$ cat config.mk
export PLATFORM = sky130hd
export DESIGN_NAME = tmds_decoder
export DESIGN_NICKNAME = d
export VERILOG_FILES = /design/src/rtl/tmds_decoder.sv
export SDC_FILE = /design/constraint.sdc
export NUM_CORES = 1
export LEC_CHECK = 0
export CAP_MARGIN = 20
export CORE_UTILIZATION = 25
export CTS_CLUSTER_DIAMETER = 100
export DETAILED_ROUTE_END_ITERATION = 6
export REMOVE_ABC_BUFFERS = 1
export SLEW_MARGIN = 10
export SYNTH_ARGS = -nofsm -noshare
export SYNTH_HDL_FRONTEND = slang
export SYNTH_SLANG_ARGS = --single-unit
$ cat constraint.sdc
create_clock -name clk -period 3.12 [get_ports clk]
set_input_delay 0.624 -clock clk [delete_from_list [all_inputs] [get_ports clk]]
set_output_delay 0.624 -clock clk [all_outputs]
set_load 0.005 [all_outputs]
$ cat src/rtl/tmds_decoder.sv
// -----------------------------------------------------------------------------
// tmds_decoder
//   Recovers 10-bit TMDS symbol alignment from a raw deserialised word stream
//   and decodes each aligned symbol into either a control value or a pixel
//   byte. Alignment is found by sliding a 10-bit window across two adjacent
//   input words until a run of control tokens is seen. Once locked, the
//   offset is frozen until control tokens stop arriving for too long.
//
// Ports
//   clk     in   1  rising-edge clock
//   rst     in   1  synchronous active-high reset
//   tmds_in in  10  raw word, bit 0 is the earliest serial bit
//   data    out  8  decoded pixel byte (0 outside data periods)
//   ctrl    out  2  decoded control value {C1,C0}
//   de      out  1  1 = data period
//   locked  out  1  symbol alignment established
//   offset  out  4  current bit-alignment offset, 0..9
//
// Latency: 3 rising edges from tmds_in to data/ctrl/de. All outputs are
// driven from registers.
// -----------------------------------------------------------------------------
module tmds_decoder #(
  parameter int TOKEN_RUN      = 4,
  parameter int SEARCH_TIMEOUT = 2048,
  parameter int LOCK_TIMEOUT   = 4096
) (
  input  logic       clk,
  input  logic       rst,
  input  logic [9:0] tmds_in,
  output logic [7:0] data,
  output logic [1:0] ctrl,
  output logic       de,
  output logic       locked,
  output logic [3:0] offset
);

  localparam int RUN_W  = $clog2(TOKEN_RUN + 1);
  localparam int SRCH_W = $clog2(SEARCH_TIMEOUT + 1);
  localparam int GAP_W  = $clog2(LOCK_TIMEOUT + 1);

  localparam logic [RUN_W-1:0]  RUN_ZERO  = RUN_W'(0);
  localparam logic [RUN_W-1:0]  RUN_ONE   = RUN_W'(1);
  localparam logic [RUN_W-1:0]  RUN_LAST  = RUN_W'(TOKEN_RUN - 1);
  localparam logic [SRCH_W-1:0] SRCH_ZERO = SRCH_W'(0);
  localparam logic [SRCH_W-1:0] SRCH_ONE  = SRCH_W'(1);
  localparam logic [SRCH_W-1:0] SRCH_LAST = SRCH_W'(SEARCH_TIMEOUT - 1);
  localparam logic [GAP_W-1:0]  GAP_ZERO  = GAP_W'(0);
  localparam logic [GAP_W-1:0]  GAP_ONE   = GAP_W'(1);
  localparam logic [GAP_W-1:0]  GAP_LAST  = GAP_W'(LOCK_TIMEOUT - 1);

  typedef enum logic [0:0] {
    ST_SEARCH = 1'b0,
    ST_LOCKED = 1'b1
  } state_e;

  // Selects the 10-bit symbol starting at bit 'off' of the two-word window.
  // The top window bit (tmds_in[9]) is never reachable with off <= 9, so the
  // window is passed without it.
  function automatic logic [9:0] slice_window(input logic [18:0] win,
                                               input logic [3:0]  off);
    case (off)
      4'd0:    return win[9:0];
      4'd1:    return win[10:1];
      4'd2:    return win[11:2];
      4'd3:    return win[12:3];
      4'd4:    return win[13:4];
      4'd5:    return win[14:5];
      4'd6:    return win[15:6];
      4'd7:    return win[16:7];
      4'd8:    return win[17:8];
      4'd9:    return win[18:9];
      default: return win[9:0];
    endcase
  endfunction

  // Returns {hit, ctrl}; hit is set only for an exact control-token match.
  function automatic logic [2:0] token_lookup(input logic [9:0] sym);
    case (sym)
      10'b1101010100: return 3'b100;
      10'b0010101011: return 3'b101;
      10'b0101010100: return 3'b110;
      10'b1010101011: return 3'b111;
      default:        return 3'b000;
    endcase
  endfunction

  // TMDS data-symbol decode: undo the optional inversion (bit 9), then undo
  // the XOR/XNOR transition chain selected by bit 8.
  function automatic logic [7:0] tmds_data_decode(input logic [9:0] sym);
    logic [7:0] d;
    logic [7:0] q;
    d    = sym[9] ? ~sym[7:0] : sym[7:0];
    q[0] = d[0];
    for (int i = 1; i < 8; i++) begin
      q[i] = sym[8] ? (d[i] ^ d[i-1]) : ~(d[i] ^ d[i-1]);
    end
    return q;
  endfunction

  state_e            state_q, state_d;
  logic [9:0]        prev_q;
  logic [9:0]        aligned_q, aligned_d;
  logic [3:0]        offset_q, offset_d;
  logic [RUN_W-1:0]  run_q, run_d;
  logic [SRCH_W-1:0] srch_q, srch_d;
  logic [GAP_W-1:0]  gap_q, gap_d;
  logic [7:0]        data_q, data_d;
  logic [1:0]        ctrl_q, ctrl_d;
  logic              de_q, de_d;
  logic [2:0]        tok_s;
  logic              tok_hit_s;
  logic [1:0]        tok_ctrl_s;

  assign aligned_d  = slice_window({tmds_in[8:0], prev_q}, offset_q);
  assign tok_s      = token_lookup(aligned_q);
  assign tok_hit_s  = tok_s[2];
  assign tok_ctrl_s = tok_s[1:0];

  // Alignment search / lock tracking next-state logic.
  always_comb begin
    state_d  = state_q;
    offset_d = offset_q;
    run_d    = run_q;
    srch_d   = srch_q;
    gap_d    = gap_q;
    case (state_q)
      ST_SEARCH: begin
        srch_d = srch_q + SRCH_ONE;
        if (tok_hit_s) begin
          run_d = run_q + RUN_ONE;
        end else begin
          run_d = RUN_ZERO;
        end
        // Lock wins over an offset advance landing on the same cycle.
        if (tok_hit_s && (run_q == RUN_LAST)) begin
          state_d = ST_LOCKED;
          run_d   = RUN_ZERO;
          srch_d  = SRCH_ZERO;
          gap_d   = GAP_ZERO;
        end else if (srch_q == SRCH_LAST) begin
          offset_d = (offset_q == 4'd9) ? 4'd0 : (offset_q + 4'd1);
          run_d    = RUN_ZERO;
          srch_d   = SRCH_ZERO;
        end else begin
          gap_d = GAP_ZERO;
        end
      end
      ST_LOCKED: begin
        // Too long without a token: drop back to searching at this offset.
        if (gap_q == GAP_LAST) begin
          state_d = ST_SEARCH;
          run_d   = RUN_ZERO;
          srch_d  = SRCH_ZERO;
          gap_d   = GAP_ZERO;
        end else if (tok_hit_s) begin
          gap_d = GAP_ZERO;
        end else begin
          gap_d = gap_q + GAP_ONE;
        end
      end
      default: begin
        state_d  = ST_SEARCH;
        offset_d = 4'd0;
        run_d    = RUN_ZERO;
        srch_d   = SRCH_ZERO;
        gap_d    = GAP_ZERO;
      end
    endcase
  end

  // Output decode of the aligned symbol; everything is forced to zero
  // while alignment is not established.
  always_comb begin
    data_d = 8'h00;
    ctrl_d = 2'b00;
    de_d   = 1'b0;
    if (state_q == ST_LOCKED) begin
      if (tok_hit_s) begin
        ctrl_d = tok_ctrl_s;
      end else begin
        de_d   = 1'b1;
        data_d = tmds_data_decode(aligned_q);
        ctrl_d = ctrl_q;
      end
    end else begin
      ctrl_d = 2'b00;
    end
  end

  // Pipeline, FSM and output registers with synchronous reset.
  always_ff @(posedge clk) begin
    if (rst) begin
      state_q   <= ST_SEARCH;
      prev_q    <= 10'd0;
      aligned_q <= 10'd0;
      offset_q  <= 4'd0;
      run_q     <= RUN_ZERO;
      srch_q    <= SRCH_ZERO;
      gap_q     <= GAP_ZERO;
      data_q    <= 8'h00;
      ctrl_q    <= 2'b00;
      de_q      <= 1'b0;
    end else begin
      state_q   <= state_d;
      prev_q    <= tmds_in;
      aligned_q <= aligned_d;
      offset_q  <= offset_d;
      run_q     <= run_d;
      srch_q    <= srch_d;
      gap_q     <= gap_d;
      data_q    <= data_d;
      ctrl_q    <= ctrl_d;
      de_q      <= de_d;
    end
  end

  assign data   = data_q;
  assign ctrl   = ctrl_q;
  assign de     = de_q;
  assign locked = (state_q == ST_LOCKED);
  assign offset = offset_q;

endmodule

==> impl_metrics.csv, run 1 <==
group,metric,value,unit
timing,fin_tns_setup,0,ns
global_route,grt_usage,13.4,%
synthesis,synth_top_area_share,33.4,%
critical_path,crit_arrival,1.88,ns
critical_path,cp_num_buf_inv,1,
critical_path,startpoint,"offset[0]$_SDFFE_PP0P_",
synthesis,ys_ff_latch,64,
place,gp_congestion,0.895,
clock_tree,cts_setup_buffers,0,
synthesis,netlist_instances,469,
floorplanning,fp-row-count,44,
final_layout,drive_gt1_share,9.03,%
place,dpl-instance-area,4230,sq um
synthesis,synthArstFlopShare,0,%
global_route,grt_pass1_vias,3413,
floorplanning,initial_core_util,26.0,%
pwr,power_frac_clock,47.9,%
timing,setup_viol,0,
critical_path,critPathMaxStageDelay,0.89,ns
timing,worst_slack,0.614,ns
clock_tree,cts_buffers,9,
final_layout,nets,507,
detailed_routing,routed_via_density,5.29,
clock_tree,hold_buffers,0,
synthesis,synthAdderAreaFrac,3.91,%
timing,rsz0062_at_grt,"no",
timing,hold_viol,0,
critical_path,crit_type,"reg -> out",
detailed_routing,wl_per_cell,15.4,microns
pwr,swShare,22.8,%
floorplanning,fp.dieArea,15900,sq um
global_route,grt_overflow_total,0,
place,dpl_worst_slack,0.780,ns
detailed_routing,wirelength,10.3,mm
critical_path,r2r-start,"offset[2]$_SDFFE_PP0P_",
timing,fin_crit_sh,80.3,%
global_route,antenna_found_initial,0,
clock_tree,ctsResizeCount,0,
floorplanning,core,14800,sq um
timing,slew_violations,0,
timing,skew,0.00978,ns
global_route,grt_max_degree,45,
critical_path,cp_cell_sequence,"clkdlybuf4s50_1",
pwr,internal_power,1.41,mW
critical_path,crit_family,"flip-flops",
synthesis,synth-xor-area-share,4.11,%
timing,maxSlewHeadroom,41.4,%
floorplanning,die_h,126,microns
final_layout,final_area,4490,sq um
clock_tree,cts-root-buf,"clkbuf_16",
synthesis,ys_types,63,
critical_path,cpMaxStageDelayCell,"dfxtp_1",
final_layout,syn_to_final_growth,16.9,%
detailed_routing,drtAntennaViolNets,0,
floorplanning,io_pins,28,
timing,hold_ws,0.458,ns
flow_run,maxCapViolCount,0,
timing,max_freq,399,MHz
global_route,grt_pass1_wl,17.1,mm
pwr,power_switching,0.416,mW
final_layout,fin_util,30.4,%
detailed_routing,vias,3549,
floorplanning,die_x,126,microns
place,dp_cells,656,
synthesis,ys.flop_type,"dfxtp_1",
synthesis,synth_mux_area_share,4.14,%
critical_path,end_kind,"output port",
place,dp_hpwl,7.25,mm
pwr,sequentialPowerShare,46.9,%
critical_path,cp_max_fo,21,
pwr,ir_worst_vdd,0.220,mV
detailed_routing,drt_iter0_drc,328,
synthesis,ys_warn_count,0,
critical_path,start_kind,"flop",
synthesis,netlist_area,3840,sq um
synthesis,syn_avg_cell_area,8.18,sq um
outcome,status,"finished, final reports clean",
detailed_routing,drc,0,
clock_tree,tritoncts,"done",
pwr,combPwrFrac,5.1,%
synthesis,synthSimpleGateAreaFrac,24.6,%
clock_tree,clock-sinks,64,
detailed_routing,drtPass1Iterations,5,
clock_tree,cts.clk_slew.worst_paths,0.05,ns
synthesis,synth_top_family_by_area,"simple AND/OR/NAND/NOR gates",
hold_path,hp-class,"reg -> reg",
final_layout,num_antenna_cells,0,
clock_tree,clk_path_buf_depth,2,
synthesis,yosysSeqAreaShare,33.4,%
pwr,p_per_area,407,nW/um^2
hold_path,hold_start,"run_q[2]$_SDFFE_PP0P_",
final_layout,fin_cells,671,
clock_tree,clk_latency,0.33,ns
synthesis,synth_edf_count,0,
critical_path,crit_required,2.50,ns
synthesis,synthTopCellsByArea,"dfxtp_1, a21oi_1, ha_1, nor2_1, nand2_1",
place,numPortBuffers,27,
synthesis,yosysTopAreaCell,"dfxtp_1",
pwr,leakage,1.51,nW
pwr,finalPower,1.83,mW
synthesis,synth_compound_area_share,23.3,%
timing,fin_crit,2.51,ns
timing,worstMarginPinSlew,0.878,ns
clock_tree,htree_levels,3,
-- cell type report --
class                           instances  area (sq um)
Fill cell                            1599         10300
Multi-Input combinational cell        353          2310
Sequential cell                        64          1280
Timing Repair Buffer                   37           345
Clock buffer                           11           233
Tap cell                              184           230
Inverter                               18          67.6
Clock inverter                          4          22.5
-- flip-flops by register name (all words and copies together), names as in the netlist, 2 cells and up --
register / count
srch_q: 12
prev_q: 10
data: 8
ctrl: 2
gap_q: 13
aligned_q: 10
run_q: 3
offset: 4
-- layer usage --
layer / routed length (microns) / GRT usage [%] / vias to the layer above
li1: - / - / 1746
met3: 588 / 3.65 / 11
met2: 4630 / 20.9 / 108
met4: 116 / 4.39 / 0
met1: 4990 / 17.8 / 1684
met5: 0 / 0 / -
-- power groups by stage --
stage                     sequential, mW  combinational, mW  clock, mW
after floorplan                    0.865             0.0518          0
after global routing               0.859              0.104      0.939
after CTS                          0.856             0.0953      0.903
after detailed placement           0.873             0.0938          0
after global placement             0.873             0.0924          0
final                              0.857             0.0940      0.874
-- path summary, 6_finish.rpt --
path / endpoint / slack [ns] / cells after the start
hold reg to reg: run_q[2]$_SDFFE_PP0P_ / 0.46 / 2
hold / removal: run_q[2]$_SDFFE_PP0P_ / 0.46 / 2
setup / recovery: offset[0] / 0.61 / 1
setup reg to reg: aligned_q[6]$_SDFF_PP0_ / 0.83 / 6
-- cells in the mapped netlist (all sizes together) (5+ instances only) --
library cell and number:
ha 12, a31oi 12, nand3b 6, nand2 35, and3 8, a32oi 5, nand2b 6, nor3 11
or4 5, a211oi 8, inv 18, a21oi 32, nand3 23, xnor2 15, nor2 41, o21ai 17
clkbuf 21, mux2i 8, dfxtp 64, o31ai 6, mux2 7, a22oi 8, buf 13, nor2b 19
nand4 5
-- cells by family (layout without fill, tap and decap cells) --
kind of cell,Yosys count,count (layout)
adder cells (fa/ha/maj),12,12
multiplexers,15,15
flip-flops,64,64
XOR/XNOR,18,18
buffers and inverters,52,70
AND/OR/NAND/NOR,179,179
AO/OA/AOI/OAI,129,129
-- worst min-delay path, delay by kind of cell, from the launching register on --
| family | cells | cell delay, ns |
|---|---|---|
| flip-flops | 1 | 0.32 |
| AND/OR/NAND/NOR | 1 | 0.05 |
| AO/OA/AOI/OAI | 1 | 0.05 |
-- cells in the final DEF (no fill, tap or decap), types with 4 or more instances in the layout --
master           Yosys  layout
a211oi_1             8       8
a21oi_1             32      32
a221oi_1             4       4
a22o_1               4       4
a22oi_1              8       8
a31oi_1             12      12
a32oi_1              5       5
and3_1               8       8
buf_4                0      10
clkbuf_16            0       9
clkdlybuf4s50_1      0      27
dfxtp_1             64      64
ha_1                12      12
inv_1               18      18
mux2_2               7       7
mux2i_1              8       8
nand2_1             35      35
nand2b_1             6       6
nand3_1             23      23
nand3b_1             6       6
nand4_1              5       5
nor2_1              40      40
nor2b_1             19      19
nor3_1              10      10
o21ai_0             17      17
o31ai_1              6       6
or4_1                5       5
xnor2_1             15      15
Note: power is estimated with default switching activity, not from simulation.
==> inputs of run 2 (changes only) <==
==> constraint.sdc (replaced) <==
create_clock -name clk -period 2.6 [get_ports clk]
set_input_delay 0.52 -clock clk [delete_from_list [all_inputs] [get_ports clk]]
set_output_delay 0.52 -clock clk [all_outputs]
set_load 0.005 [all_outputs]
==> impl_metrics.csv, run 2 (synthesized netlist as in run 1, its figures left out) <==
group,metric,value,unit
outcome,status,"finished, final reports clean",
pwr,swShare,20.9,%
floorplanning,io_pins,28,
timing,setup_viol,0,
clock_tree,ctsResizeCount,0,
final_layout,num_antenna_cells,0,
clock_tree,clk_path_buf_depth,2,
critical_path,start_kind,"flop",
place,gp_congestion,0.902,
final_layout,syn_to_final_growth,20.5,%
timing,fin_tns_setup,0,ns
critical_path,cp_num_buf_inv,2,
clock_tree,cts_buffers,9,
place,dpl-instance-area,4300,sq um
timing,hold_viol,0,
pwr,p_per_area,531,nW/um^2
global_route,grt_usage,14.1,%
critical_path,cp_max_fo,9,
detailed_routing,wirelength,10.6,mm
hold_path,hold_start,"run_q[2]$_SDFFE_PP0P_",
final_layout,regMostFlops,"gap_q",
pwr,internal_power,1.94,mW
clock_tree,tritoncts,"done",
critical_path,cp_cell_sequence,"inv_1 > ha_1 > and4b_4 > and3_1 > nor3_2 > buf_4 > o21bai_2 > a21oi_1",
pwr,leakage,1.59,nW
clock_tree,cts.clk_slew.worst_paths,0.06,ns
timing,skew,0.00846,ns
floorplanning,core,14800,sq um
critical_path,end_kind,"flop",
timing,fin_crit_sh,85.2,%
final_layout,largest_reg_flops,13,
critical_path,cpMaxStageDelayCell,"dfxtp_1",
floorplanning,initial_core_util,26.0,%
floorplanning,fp.dieArea,15900,sq um
timing,max_freq,451,MHz
global_route,grt_overflow_total,0,
pwr,power_switching,0.514,mW
clock_tree,clk_latency,0.33,ns
global_route,antenna_found_initial,0,
timing,slew_violations,0,
clock_tree,cts_setup_buffers,0,
pwr,ir_worst_vdd,0.396,mV
final_layout,drive_gt1_share,10.7,%
detailed_routing,routed_via_density,5.42,
critical_path,crit_required,2.87,ns
detailed_routing,drc,0,
critical_path,r2r-start,"aligned_q[6]$_SDFF_PP0_",
critical_path,crit_family,"simple AND/OR/NAND/NOR gates",
final_layout,mostFrequentLayoutCells,"dfxtp_1, nor2_1, nand2_1",
hold_path,hp-class,"reg -> reg",
detailed_routing,wl_per_cell,15.6,microns
detailed_routing,drtAntennaViolNets,0,
global_route,grt_max_degree,28,
detailed_routing,drtPass1Iterations,5,
critical_path,startpoint,"aligned_q[6]$_SDFF_PP0_",
pwr,power_frac_clock,53.5,%
clock_tree,hold_buffers,0,
global_route,grt_pass1_wl,17.9,mm
critical_path,crit_arrival,2.48,ns
final_layout,nets,515,
final_layout,final_area,4620,sq um
timing,rsz0062_at_grt,"no",
final_layout,reg.largest.list,"gap_q x13, srch_q x12",
pwr,sequentialPowerShare,41.9,%
timing,fin_crit,2.22,ns
clock_tree,cts-root-buf,"clkbuf_16",
clock_tree,htree_levels,3,
detailed_routing,drt_iter0_drc,330,
detailed_routing,vias,3681,
final_layout,layout_commonest_cell,"dfxtp_1",
floorplanning,die_h,126,microns
place,numPortBuffers,27,
place,dp_hpwl,7.64,mm
critical_path,critPathMaxStageDelay,0.43,ns
timing,worstMarginPinSlew,0.616,ns
floorplanning,die_x,126,microns
global_route,grt_pass1_vias,3618,
flow_run,maxCapViolCount,0,
pwr,combPwrFrac,4.6,%
timing,maxSlewHeadroom,58.6,%
critical_path,crit_type,"reg -> reg",
floorplanning,fp-row-count,44,
clock_tree,clock-sinks,64,
## run 2: cell count changes in the layout (fill, tap and decap cells not counted), sizes merged
cell	delta
bufinv	+2
clkbuf	+1
buf	+8
clkinvlp	-1
clkinv	-2
## run 2: metrics by stage
| stage | power (mW) | utilization [%] | instances | hold WS [ns] | setup slack (ns) |
|---|---|---|---|---|---|
| 2_1_floorplan | 1.10 | - | 435 | 0.425 | 0.442 |
| 3_3_place_gp | 1.16 | 29.2 | 664 | 0.444 | 0.438 |
| 3_5_place_dp | 1.16 | 29.2 | 664 | 0.451 | 0.375 |
| 4_1_cts | 2.48 | 31.3 | 679 | 0.464 | 0.370 |
| 5_1_grt | 2.55 | 31.3 | 679 | 0.481 | 0.217 |
| 6_report | 2.46 | 31.3 | 679 | 0.462 | 0.385 |
## run 2: worst reg2reg max path, stage by stage (launching register included)
cell,delay (ns)
dfxtp_1,0.43
inv_1,0.07
ha_1,0.19
and4b_4,0.20
and3_1,0.30
nor3_2,0.42
buf_4,0.24
o21bai_2,0.14
a21oi_1,0.15
## run 2: worst paths after layout
kind / endpoint / slack, ns / depth (start not counted)
max: gap_q[6]$_SDFFE_PP0P_ / 0.38 / 8
min: run_q[2]$_SDFFE_PP0P_ / 0.46 / 2
min reg2reg: run_q[2]$_SDFFE_PP0P_ / 0.46 / 2
max reg2reg: gap_q[6]$_SDFFE_PP0P_ / 0.38 / 8
## run 2: layout make-up
cell class                 instances  area [sq um]
fill                            1561         10100
timing repair buffer              45           418
sequential                        64          1280
clock buffer                      12           256
tap                              184           230
clock inverter                     3          65.1
multi-input combinational        353          2310
inverter                          18          67.6
## run 2: layer usage
layer	vias to the layer above	global-route usage (%)	wire, microns
li1	1771	-	-
met1	1747	18.1	5000
met2	137	21.8	4700
met3	26	4.12	679
met4	0	6.24	241
met5	-	0	0
## run 2: power by group through the flow
stage | Sequential [mW] | Combinational [mW] | Clock [mW]
floorplan | 1.04 | 0.0621 | 0
global placement | 1.05 | 0.111 | 0
detailed placement | 1.05 | 0.113 | 0
CTS | 1.03 | 0.114 | 1.34
global route | 1.03 | 0.126 | 1.39
finish | 1.03 | 0.113 | 1.31
